$ cat src/rtl/dickson_pump_driver.sv
// Two-phase non-overlapping clock generator for the Dickson charge pump.
// Programmable half-period/dead time, optional burst regulation from an async comparator.
module dickson_pump_driver #(
    parameter int DIV_W       = 8,
    parameter int DEAD_W      = 4,
    parameter int SYNC_STAGES = 2,
    parameter int CNT_W       = 16
) (
    input  logic              clk,
    input  logic              rst_n,
    input  logic              en,
    input  logic              reg_en,
    input  logic              comp_in,
    input  logic [DIV_W-1:0]  div,
    input  logic [DEAD_W-1:0] dead,
    input  logic              cnt_clr,
    output logic              phi1,
    output logic              phi2,
    output logic              running,
    output logic [CNT_W-1:0]  pulse_cnt
);

    localparam int CW = (DIV_W > DEAD_W) ? DIV_W : DEAD_W;

    typedef enum logic [2:0] {IDLE, PH1, DEAD1, PH2, DEAD2} state_t;

    state_t                 state, state_nx;
    logic [CW-1:0]          cnt, cnt_nx;
    logic [DIV_W-1:0]       div_q;
    logic [DEAD_W-1:0]      dead_q;
    logic [SYNC_STAGES-1:0] sync_q;
    logic                   comp_sync;
    logic                   demand;
    logic                   ph_last, dead_last, dead_zero;
    logic                   start;

    // comp_in is unrelated to clk; only the last stage is consumed
    always_ff @(posedge clk or negedge rst_n) begin
        if (!rst_n) sync_q <= '0;
        else        sync_q <= {sync_q[SYNC_STAGES-2:0], comp_in};
    end

    assign comp_sync = sync_q[SYNC_STAGES-1];
    assign demand    = en & (~reg_en | comp_sync);

    // Timing decisions use the values captured at PH1 entry, so a cycle is self-consistent
    assign ph_last   = (cnt == CW'(div_q));
    assign dead_last = (cnt == (CW'(dead_q) - CW'(1)));
    assign dead_zero = (dead_q == '0);

    always_comb begin
        state_nx = state;
        case (state)
            IDLE:    if (demand)    state_nx = PH1;
            PH1:     if (ph_last)   state_nx = dead_zero ? PH2 : DEAD1;
            DEAD1:   if (dead_last) state_nx = PH2;
            PH2: begin
                if (ph_last) begin
                    if (!dead_zero) state_nx = DEAD2;
                    else            state_nx = demand ? PH1 : IDLE;
                end
            end
            DEAD2:   if (dead_last) state_nx = demand ? PH1 : IDLE;
            default: state_nx = IDLE;
        endcase
    end

    assign start = (state_nx == PH1) && (state != PH1);

    always_comb begin
        cnt_nx = cnt + CW'(1);
        if ((state_nx != state) || (state == IDLE)) cnt_nx = '0;
    end

    always_ff @(posedge clk or negedge rst_n) begin
        if (!rst_n) begin
            state  <= IDLE;
            cnt    <= '0;
            div_q  <= '0;
            dead_q <= '0;
        end else begin
            state <= state_nx;
            cnt   <= cnt_nx;
            if (start) begin
                div_q  <= div;
                dead_q <= dead;
            end
        end
    end

    // Outputs are registered copies of the next state: glitch-free and never overlapping
    always_ff @(posedge clk or negedge rst_n) begin
        if (!rst_n) begin
            phi1    <= 1'b0;
            phi2    <= 1'b0;
            running <= 1'b0;
        end else begin
            phi1    <= (state_nx == PH1);
            phi2    <= (state_nx == PH2);
            running <= (state_nx != IDLE);
        end
    end

    always_ff @(posedge clk or negedge rst_n) begin
        if (!rst_n)                          pulse_cnt <= '0;
        else if (cnt_clr)                    pulse_cnt <= '0;
        else if (start && (pulse_cnt != '1)) pulse_cnt <= pulse_cnt + CNT_W'(1);
    end

endmodule

$ cat config.mk
export PLATFORM = sky130hd
export DESIGN_NAME = dickson_pump_driver
export DESIGN_NICKNAME = d
export VERILOG_FILES = /design/src/rtl/dickson_pump_driver.sv
export SDC_FILE = /design/constraint.sdc
export NUM_CORES = 1
export LEC_CHECK = 0
export BUFFER_PORTS_ARGS = -buffer_cell sky130_fd_sc_hd__buf_4
export CAP_MARGIN = 0
export CORE_AREA = 2 2 91 93
export CTS_CLUSTER_SIZE = 28
export DETAILED_ROUTE_END_ITERATION = 10
export DIE_AREA = 0 0 93 95
export PLACE_DENSITY = 0.52
export RECOVER_POWER = 50
export SYNTH_ARGS = -nofsm -noshare
export SYNTH_HDL_FRONTEND = slang
export SYNTH_SLANG_ARGS = --single-unit
$ cat constraint.sdc
create_clock -name clk -period 2.7 [get_ports clk]
set_clock_uncertainty 0.05 [all_clocks]
set_input_delay 0 -clock clk [delete_from_list [all_inputs] [get_ports clk]]
set_output_delay 0 -clock clk [all_outputs]
set_load 0.02 [all_outputs]
==> results of run 1 <==
==> per-layer routing <==
layer,GRT usage,vias to the layer above
met5,0,-
met4,0.0404,0
met3,0.0279,7
met2,0.201,24
met1,0.159,924
li1,-,920
==> per-stage QoR <==
stage | setup TNS [ps] | util | hold slack [ps] | instances | total power [mW]
2_1_floorplan | 0 | - | -346 | 222 | 1.60
3_3_place_gp | 0 | 0.342 | -6.55 | 363 | 1.83
3_5_place_dp | -84.2 | 0.342 | -7.03 | 363 | 1.85
4_1_cts | 0 | 0.374 | 199 | 386 | 2.32
5_1_grt | -886 | 0.394 | 319 | 390 | 2.59
6_report | 0 | 0.394 | 308 | 390 | 2.41
==> worst max-delay path: cells and delay by family, from the launching register on <==
family / cells / cell delay, ps
DFF: 1 / 400
and+or+nand+nor: 3 / 870
AOI/OAI and AO/OA: 4 / 870
adders and majority gates: 1 / 160
buffers and inverters: 2 / 230
==> placed cells by master, fill, tap and decap left out, types with 2 or more instances in the layout <==
cell and n:
or4_1 5, a211oi_2 2, a21oi_2 5, or3_1 3, inv_1 7, a211oi_1 4
nor4_1 2, o31ai_1 8, and3_1 5, xor2_1 5, buf_4 42, or4_4 5
nand2_1 9, ha_1 2, clkbuf_16 2, o21ba_2 2, nor3_1 5, o21ai_0 3
clkbuf_8 6, dlygate4sd3_1 15, clkbuf_1 5, dfrtp_1 44, nor2_1 19, xnor2_1 14
nor2b_1 4, nand4_1 4, mux2_2 15, inv_2 2, nor4_4 2, nand3_1 14
a21oi_1 7
==> logic make-up after synthesis <==
| logic type | Yosys count | synth area share |
|---|---|---|
| flops | 44 | 0.484 |
| mux | 15 | 0.0742 |
| buf+inv | 20 | 0.0412 |
| xor+xnor | 20 | 0.0769 |
| fa+ha+maj | 3 | 0.0165 |
| simple gates | 82 | 0.193 |
| compound gates | 38 | 0.115 |
==> final cells by class <==
cell class / count / area [sq um] / area share
Timing Repair Buffer: 66 / 563 / 0.180
Multi-Input combinational cell: 158 / 1200 / 0.385
Clock buffer: 7 / 86.3 / 0.0276
Inverter: 9 / 33.8 / 0.0108
Clock inverter: 1 / 7.51 / 0.00240
Sequential cell: 44 / 1100 / 0.352
Tap cell: 105 / 131 / 0.0420
==> worst paths after layout <==
kind                                        from                         to  slack, ps  cells past startpoint
setup reg to reg           dead_q[1]$_DFFE_PN0P_  pulse_cnt[15]$_DFFE_PN0P_         60                     10
min in group asynchronous                  rst_n  pulse_cnt[12]$_DFFE_PN0P_        390                      2
max in group asynchronous                  rst_n         state[1]$_DFF_PN0_       1540                      2
hold / removal               sync_q[0]$_DFF_PN0_        sync_q[1]$_DFF_PN0_        310                      0
hold reg to reg              sync_q[0]$_DFF_PN0_        sync_q[1]$_DFF_PN0_        310                      0
setup / recovery           dead_q[1]$_DFFE_PN0P_  pulse_cnt[15]$_DFFE_PN0P_         60                     10
==> flip-flops by register name, indices dropped and copies added, names as in the netlist <==
name and cells:
pulse_cnt 16, cnt 8, div_q 8, dead_q 4, state 3, sync_q 2
phi1 1, phi2 1, running 1
==> power breakdown <==
part / internal (mW) / switching, mW / leakage [nW]
Combinational: 0.530 / 0.421 / 0.684
Clock: 0.208 / 0.240 / 0.0445
Sequential: 0.833 / 0.179 / 0.552
==> repair_timing <==
action / CTS / global route
hold buffers: 15 / 0
buffers inserted: 0 / 2
resized for setup: 1 / 23
setup endpoints to repair: 8 / 10
pin swaps: 0 / 8
gates cloned: 0 / 2
endpoints found under the hold margin: 68 / 0
==> Flow_metrics.wiki, run 1 <==
{| class="wikitable"
! Metric !! Value
|-
| Outcome || finished clean
|-
| Top-level I/O count || 37
|-
| Routed vias/inst || 4.81
|-
| Most frequently used flop master after synthesis || dfrtp_1
|-
| Effective utilization at floorplan || 0.287
|-
| Required time of the critical path || 2890 ps
|-
| Most instantiated cells after synthesis || dfrtp_1, nor2_1, mux2_2
|-
| Worst setup margin || 61.3 ps
|-
| Routability congestion estimate from global placement || 0.836
|-
| Delay of the slowest cell on the worst path || 530 ps
|-
| First-pass GRT wire length || 8520 um
|-
| Routed wire length per instance || about 14 um
|-
| Achievable Freq || 379 MHz
|-
| Kind of start point of the critical path || flop
|-
| Clock latency of the later-clocked register in the worst-skew pair || 300 ps
|-
| Antenna diode count || 0
|-
| Horizontal extent of the die || ~93 um
|-
| Initial antenna violation count || 0
|-
| Vertical die dimension || approximately 95 um
|-
| CP cell instances || inv_2 > ha_4 > nor3b_4 > a211oi_1 > nand4b_1 > a211oi_2 > o21bai_4 > buf_12 > or4_1 > a21oi_2
|-
| Type of the worst setup path || flop to flop
|-
| Cell types with the largest area share after synthesis || dfrtp_1, mux2_2, xnor2_1
|-
| Maximum fanout along the worst path || 8
|-
| Final cycle utilization of the critical path || 0.977
|-
| Clk Tree Root Cell || clkbuf_8
|-
| Arrival time at the worst endpoint || ~2800 ps
|-
| Drt first-iter violations || 40
|-
| Proportion of netlist area held by the largest area contributor || 0.484
|-
| CTS Buf Count || 5
|-
| Syn_nets || 243
|-
| Routed Wire Length || 5400 um
|-
| Area growth from synthesis to layout || 37.3%
|-
| Register bit count reported by yosys || 44
|-
| Clock Sinks || 44
|-
| Yosys warns || 0
|-
| Area of the core || 7930 sq um
|-
| TritonCTS clock tree || yes
|-
| Async set-or-reset flop fraction in the synthesized netlist || 1.00
|-
| Metal-1 WL || 2570 um
|-
| Pin slew with the least headroom to its limit || 1110 ps
|-
| Via count || 1875
|-
| Min-Delay Path Class || flop to flop
|-
| Pin count of the biggest net entering global routing || 45
|-
| Slowest cell on the critical path || or4_1
|-
| Area of the die || approximately 9000 sq um
|-
| Layout fillers || 816
|-
| Pwr per Cell Area || 771 nW/um^2
|-
| Final Hold Violating Endpoints || 0
|-
| Placement-stage worst setup slack || -51.6 ps
|-
| Maximum buffer depth of the clock tree || 2
|-
| Register clock-pin slew on the reported worst setup and hold paths || roughly 90 ps
|-
| Worst Setup End Kind || flop
|-
| Gate count after technology mapping || 222
|-
| Worst slew slack as a fraction of its limit || 0.259
|-
| Post-synth EDFFs || 0
|-
| Final Net Count || 305
|-
| # Max-Cap Violations || 0
|-
| DRC violations left || 0
|-
| Summed instance area of the synthesized netlist || roughly 2300 sq um
|-
| Number of search-and-repair iterations in the first detailed-routing pass || 4
|-
| Number of distinct library cells after synthesis || 36
|-
| Reported leakage power || 1.28 nW
|-
| Count of port buffers added during placement || 36
|-
| All-layer global routing usage || 0.122
|-
| Endpoints failing setup || 0
|-
| Uppermost metal layer occupied by signal nets || met4
|-
| Most repeated cell in the gate-level netlist after synthesis || dfrtp_1
|-
| Placed Area || ~2700 sq um
|-
| Yosys top cell by area || dfrtp_1
|-
| Detailed placer's ending HPWL || roughly 3500 um
|-
| Detailed route wirelength on metal2 || 2610 um
|-
| Number of H-tree branching levels || 2
|-
| Average footprint of a synthesized cell || 10.3 sq um
|-
| Number of global-route vias before repair || 1804
|-
| Minimum period implied by the final worst setup slack || 2640 ps
|-
| Total length of routed met3 wires || 146 um
|-
| Portion of the post-synthesis area used by sequential elements || 0.484
|-
| Cell row count || 33
|-
| Max VDD drop || 0.000508 V
|-
| Layout Cell Area excl Fill || 3130 sq um
|-
| Final count of pins violating max slew || 0
|-
| Sum of overflow across all layers after global routing || 0
|-
| Ratio of cells with drive above 1 in the final layout || 0.330
|-
| Number of nets with antenna violations after detailed routing || 0
|}
Power figures use the tool's default switching activity.
==> run 2: changes to the inputs <==
--- a/config.mk
+++ b/config.mk
@@ -8,10 +8,11 @@
 export BUFFER_PORTS_ARGS = -buffer_cell sky130_fd_sc_hd__buf_4
 export CAP_MARGIN = 0
 export CORE_AREA = 2 2 91 93
+export CTS_BUF_LIST = sky130_fd_sc_hd__clkbuf_4 sky130_fd_sc_hd__clkbuf_8 sky130_fd_sc_hd__clkbuf_16
 export CTS_CLUSTER_SIZE = 28
 export DETAILED_ROUTE_END_ITERATION = 10
 export DIE_AREA = 0 0 93 95
-export PLACE_DENSITY = 0.52
+export PLACE_DENSITY = 0.5
 export RECOVER_POWER = 50
 export SYNTH_ARGS = -nofsm -noshare
 export SYNTH_HDL_FRONTEND = slang
==> Flow_metrics.wiki, run 2 (same netlist as run 1, synthesis figures left out) <==
{| class="wikitable"
! Metric !! Value
|-
| Clk Tree Root Cell || clkbuf_8
|-
| Worst setup margin || roughly 89 ps
|-
| Met3 usage in global routing || 0.0208
|-
| Required time of the critical path || 2880 ps
|-
| Met1 track utilization from global routing || 0.168
|-
| Top-level I/O count || 37
|-
| Maximum fanout along the worst path || 15
|-
| Worst slew slack as a fraction of its limit || 0.257
|-
| Net switching power of the design || 833 uW
|-
| Commonest cells after routing, fill and taps aside || dfrtp_1, buf_4, nor2_1
|-
| Placed Area || 2720 sq um
|-
| Sw Share || 0.356
|-
| Met2 usage || 0.200
|-
| Type of the worst setup path || flop to flop
|-
| First-pass GRT wire length || a little under 9000 um
|-
| Pwr per Cell Area || 769 nW/um^2
|-
| Area of the die || 8840 sq um
|-
| Effective utilization at floorplan || 0.287
|-
| Via count || 1876
|-
| Antenna diode count || 0
|-
| Worst setup path startpoint || dead_q[1]$_DFFE_PN0P_
|-
| Min-Delay Path Class || flop to flop
|-
| Reported leakage power || 1.25 nW
|-
| Endpoints failing setup || 0
|-
| Max VDD drop || 0.000419 V
|-
| Detailed placer's ending HPWL || 3500 um
|-
| Slowest cell on the critical path || or4_1
|-
| Maximum buffer depth of the clock tree || 2
|-
| Final instance count without filler cells || 391
|-
| Number of search-and-repair iterations in the first detailed-routing pass || 4
|-
| Area of the core || 7930 sq um
|-
| Biggest regs || pulse_cnt x16, cnt x8, div_q x8
|-
| CP cell instances || inv_1 > ha_2 > nor3b_4 > a211oi_1 > nand4b_1 > a211oi_2 > o21bai_2 > buf_12 > or4_1 > a21oi_1
|-
| Outcome || finished clean
|-
| Worst slack on hold paths || 308 ps
|-
| Number of H-tree branching levels || 2
|-
| Register with the most flip-flops || pulse_cnt
|-
| All-layer global routing usage || 0.124
|-
| Minimum period implied by the final worst setup slack || 2610 ps
|-
| DRC violations left || 0
|-
| Portion of total power attributed to combinational logic || 0.388
|-
| Clock Sinks || 44
|-
| Placed cell count || around 360
|-
| Fraction of power consumed by the clock network || 0.185
|-
| Final count of pins violating max slew || 0
|-
| Final Net Count || 306
|-
| Routed Wire Length || 5360 um
|-
| Clock latency of the later-clocked register in the worst-skew pair || 300 ps
|-
| Number of global-route vias before repair || 1767
|-
| Routed vias/inst || 4.80
|-
| Placement-stage worst setup slack || 16.8 ps
|-
| Part of the power in registers || 0.427
|-
| Pin count of the biggest net entering global routing || 45
|-
| # Max-Cap Violations || 0
|-
| Worst Setup End Kind || flop
|-
| Initial antenna violation count || 0
|-
| Internal || between 1.5 and 2 mW
|-
| Routed wire length per instance || between 10 and 15 um
|-
| Leading cell type in the layout, fill and taps excluded || dfrtp_1
|-
| Sum of overflow across all layers after global routing || 0
|-
| Vertical die dimension || 95 um
|-
| Area growth from synthesis to layout || 33.7%
|-
| Launching point of the worst reg2reg path || dead_q[1]$_DFFE_PN0P_
|-
| TritonCTS clock tree || yes
|-
| Arrival time at the worst endpoint || 2790 ps
|-
| Delay of the slowest cell on the worst path || 500 ps
|-
| Achievable Freq || 383 MHz
|-
| Number of flip-flops in the largest register || 16
|-
| Most heavily used metal layer in global routing || met2
|-
| Hold path startpoint || sync_q[0]$_DFF_PN0_
|-
| Cell row count || 33
|-
| Routability congestion estimate from global placement || 0.776
|-
| Summed negative setup slack over all endpoints || 0 ps
|-
| Ratio of cells with drive above 1 in the final layout || 0.283
|-
| Number of nets with antenna violations after detailed routing || 0
|-
| Count of port buffers added during placement || 36
|-
| Register clock-pin slew on the reported worst setup and hold paths || 90 ps
|-
| Drt first-iter violations || 60
|-
| Kind of start point of the critical path || flop
|-
| Horizontal extent of the die || 93 um
|-
| CTS Buf Count || 5
|-
| Layout Cell Area excl Fill || between 3000 and 4000 sq um
|-
| Pin slew with the least headroom to its limit || 1120 ps
|-
| Final Hold Violating Endpoints || 0
|-
| Final cycle utilization of the critical path || 0.967
|-
| Layout fillers || just over 800
|}
run 2: cell types whose count changed in the layout (fill, tap and decap cells not counted), sizes merged:
cell | previous run | this run
buf | 43 | 42
clkinv | 0 | 1
clkinvlp | 1 | 2
run 2: path summary, 6_finish.rpt:
kind / end / slack [ps] / cells after the start
max reg2reg: pulse_cnt[10]$_DFFE_PN0P_ / 90 / 10
max: pulse_cnt[10]$_DFFE_PN0P_ / 90 / 10
min: sync_q[1]$_DFF_PN0_ / 310 / 0
min reg2reg: sync_q[1]$_DFF_PN0_ / 310 / 0
max in group asynchronous: cnt[1]$_DFF_PN0_ / 1540 / 2
min in group asynchronous: pulse_cnt[9]$_DFFE_PN0P_ / 390 / 2
run 2: metrics by stage:
stage | utilization | power (mW)
floorplan | - | 1.60
finish | 0.384 | 2.34
global placement | 0.343 | 1.84
CTS | 0.375 | 2.32
global route | 0.384 | 2.51
detailed placement | 0.343 | 1.85
run 2: timing repair:
action,CTS,global route
cloned,0,1
resized for setup,1,10
hold endpoints to repair,68,0
hold buffers,15,0
setup endpoints to repair,2,11
pin swaps,0,4
buffers inserted,0,3
run 2: per-layer routing:
| layer | up-vias | wire [um] |
|---|---|---|
| li1 | 925 | - |
| met1 | 906 | 2560 |
| met2 | 38 | 2500 |
| met3 | 7 | 197 |
| met4 | 0 | 105 |
| met5 | - | 0 |
run 2: layout make-up:
type / count / area, sq um / share of cell area
sequential: 44 / 1100 / 0.362
clock buffer: 5 / 68.8 / 0.0226
inverter: 9 / 33.8 / 0.0111
multi-input combinational: 158 / 1140 / 0.376
tap: 105 / 131 / 0.0432
timing repair buffer: 67 / 542 / 0.178
clock inverter: 3 / 23.8 / 0.00781
run 2: power by group through the flow:
stage | sequential (mW) | clock, mW | combinational, mW
final | 1.00 | 0.432 | 0.909
after global routing | 1.03 | 0.480 | 1.00
after CTS | 0.994 | 0.456 | 0.865
after detailed placement | 1.01 | 0 | 0.842
after global placement | 1.00 | 0 | 0.837
after floorplan | 0.995 | 0 | 0.602
run 2: critical path, delay by kind of cell, from the launching register on:
family	cells	cell delay [ps]
AO/OA/AOI/OAI	4	660
adder cells (fa/ha/maj)	1	180
buffers and inverters	2	240
flip-flops	1	410
AND/OR/NAND/NOR	3	990
==> run 3: changes to the inputs <==
--- a/config.mk
+++ b/config.mk
@@ -14,6 +14,7 @@
 export DIE_AREA = 0 0 93 95
 export PLACE_DENSITY = 0.5
 export RECOVER_POWER = 50
+export REMOVE_ABC_BUFFERS = 1
 export SYNTH_ARGS = -nofsm -noshare
 export SYNTH_HDL_FRONTEND = slang
 export SYNTH_SLANG_ARGS = --single-unit
==> constraint.sdc (replaced) <==
create_clock -name clk -period 2.7 [get_ports clk]
set_clock_uncertainty 0.05 [all_clocks]
set_input_delay 0.54 -clock clk [delete_from_list [all_inputs] [get_ports clk]]
set_output_delay 0.54 -clock clk [all_outputs]
set_load 0.02 [all_outputs]
==> Flow_metrics.wiki, run 3 (same netlist as run 1, synthesis figures left out) <==
{| class="wikitable"
! Metric !! Value
|-
| Via count || 1837
|-
| Worst Setup End Kind || flop
|-
| Post-route total power || 2.44 mW
|-
| Part of the power in registers || 0.406
|-
| Routability congestion estimate from global placement || 0.770
|-
| Net switching power of the design || slightly above 800 uW
|-
| Fraction of power consumed by the clock network || 0.214
|-
| Layout fillers || 817
|-
| Clock Sinks || 44
|-
| All-layer global routing usage || 0.116
|-
| Routed vias/inst || 4.83
|-
| Maximum fanout along the worst path || 8
|-
| Layout Cell Area excl Fill || 3030 sq um
|-
| Antenna diode count || 0
|-
| Type of the worst setup path || flop to flop
|-
| Most heavily used metal layer in global routing || met2
|-
| Endpoints failing setup || 0
|-
| Maximum buffer depth of the clock tree || 2
|-
| Ratio of cells with drive above 1 in the final layout || 0.356
|-
| Worst slew slack as a fraction of its limit || 0.258
|-
| # Max-Cap Violations || 0
|-
| Sequential Area || 1100 sq um
|-
| Leading cell type in the layout, fill and taps excluded || buf_4
|-
| Max VDD drop || 0.000227 V
|-
| Sum of overflow across all layers after global routing || 0
|-
| Minimum period implied by the final worst setup slack || about 2700 ps
|-
| CP cell instances || buf_4 > nor4_1 > a211oi_1 > nand4b_1 > a211oi_2 > o21bai_4 > buf_12 > nor4_4 > mux2_4
|-
| Area growth from synthesis to layout || 33.1%
|-
| Outcome || finished clean
|-
| DRC violations left || 0
|-
| Effective utilization at floorplan || 0.287
|-
| Routed wire length per instance || 14.0 um
|-
| Pwr per Cell Area || 806 nW/um^2
|-
| Register clock-pin slew on the reported worst setup and hold paths || 90 ps
|-
| Slowest cell on the critical path || dfrtp_1
|-
| Placement-stage worst setup slack || -36.9 ps
|-
| Biggest regs || pulse_cnt x16, cnt x8, div_q x8
|-
| Number of nets with antenna violations after detailed routing || 0
|-
| Placed Area || between 2000 and 3000 sq um
|-
| Final standard cell utilization of the core || 0.382
|-
| Number of search-and-repair iterations in the first detailed-routing pass || 6
|-
| Achievable Freq || 372 MHz
|-
| Pin count of the biggest net entering global routing || 45
|-
| Cell row count || 33
|-
| Register with the most flip-flops || pulse_cnt
|-
| Area of the die || 8840 sq um
|-
| Met3 usage in global routing || 0.0279
|-
| Met1 track utilization from global routing || 0.150
|-
| Routed Wire Length || 5330 um
|-
| Final Net Count || 295
|-
| Final Hold Violating Endpoints || 0
|-
| First-pass GRT wire length || 8140 um
|-
| Detailed placer's ending HPWL || 3480 um
|-
| Final count of pins violating max slew || 0
|-
| Sw Share || 0.336
|-
| Met2 usage || 0.197
|-
| Clk Tree Root Cell || clkbuf_8
|-
| Final cycle utilization of the critical path || 0.995
|-
| # hold bufs at CTS || 0
|-
| Reported leakage power || between 1 and 1.5 nW
|-
| Worst setup margin || roughly 12 ps
|-
| CTS Buf Count || 5
|-
| Initial antenna violation count || 0
|-
| Kind of start point of the critical path || flop
|-
| Required time of the critical path || 2840 ps
|-
| Portion of total power attributed to combinational logic || 0.380
|-
| Clock latency of the later-clocked register in the worst-skew pair || 300 ps
|-
| Pin slew with the least headroom to its limit || 1110 ps
|-
| Min-Delay Path Class || flop to flop
|-
| Top-level I/O count || 37
|-
| Delay of the slowest cell on the worst path || 410 ps
|-
| Drt first-iter violations || 84
|-
| Vertical die dimension || 95 um
|-
| Arrival time at the worst endpoint || 2830 ps
|-
| Internal || 1.62 mW
|-
| Count of port buffers added during placement || 36
|-
| Commonest cells after routing, fill and taps aside || buf_4, dfrtp_1, nor2_1
|-
| RSZ-0062 raised after global routing || true
|-
| TritonCTS clock tree || yes
|-
| Horizontal extent of the die || 93 um
|-
| Number of global-route vias before repair || 1712
|-
| Area of the core || between 7000 and 8000 sq um
|-
| Number of H-tree branching levels || 2
|-
| Combined area of the multi-input logic cells || 1190 sq um
|-
| Number of flip-flops in the largest register || 16
|}
==> run 3: worst paths after layout <==
check,cells after the start,slack [ps],startpoint,endpoint
max in group asynchronous,1,1530,rst_n,div_q[5]$_DFFE_PN0P_
min,0,310,sync_q[0]$_DFF_PN0_,sync_q[1]$_DFF_PN0_
max reg2reg,9,10,cnt[4]$_DFF_PN0_,pulse_cnt[6]$_DFFE_PN0P_
min reg2reg,0,310,sync_q[0]$_DFF_PN0_,sync_q[1]$_DFF_PN0_
max,9,10,cnt[4]$_DFF_PN0_,pulse_cnt[6]$_DFFE_PN0P_
min in group asynchronous,1,380,rst_n,phi1$_DFF_PN0_
==> run 3: layer usage <==
metal / routed length, um / vias up
met5: 0 / -
met1: 2380 / 888
met3: 248 / 3
li1: - / 901
met4: 25 / 0
met2: 2670 / 45
==> run 3: repair_timing <==
action                     4_1_cts  5_1_grt
setup buffers                    0        5
pin swaps                        0       17
cloned                           0        2
setup endpoints to repair        6       18
gates resized for setup          1       22
==> run 3: metrics by stage <==
step / hold WS (ps) / std cells / TNS (ps)
finish: 310 / 380 / 0
global route: 293 / 380 / -899
CTS: 197 / 373 / 0
detailed placement: 292 / 365 / -70.5
global placement: 285 / 365 / 0
floorplan: 194 / 211 / -499
==> run 3: final cells by class <==
| class | instances | share of cell area |
|---|---|---|
| Inverter | 9 | 0.0111 |
| Sequential cell | 44 | 0.363 |
| Multi-Input combinational cell | 158 | 0.394 |
| Clock buffer | 5 | 0.0227 |
| Tap cell | 105 | 0.0433 |
| Timing Repair Buffer | 56 | 0.150 |
| Clock inverter | 3 | 0.0157 |
==> run 3: power groups by stage <==
stage / clock network, mW / logic (mW) / registers [mW]
global route: 0.570 / 1.02 / 1.01
floorplan: 0 / 0.551 / 1.01
detailed placement: 0 / 0.848 / 1.00
finish: 0.523 / 0.929 / 0.992
global placement: 0 / 0.842 / 0.998
CTS: 0.546 / 0.855 / 0.991
==> run 3: critical path, delay by kind of cell (launching register included) <==
kind | cells | cell delay [ps]
muxes | 1 | 320
DFF | 1 | 410
and+or+nand+nor | 3 | 860
buffers and inverters | 2 | 320
AOI/OAI and AO/OA | 3 | 610
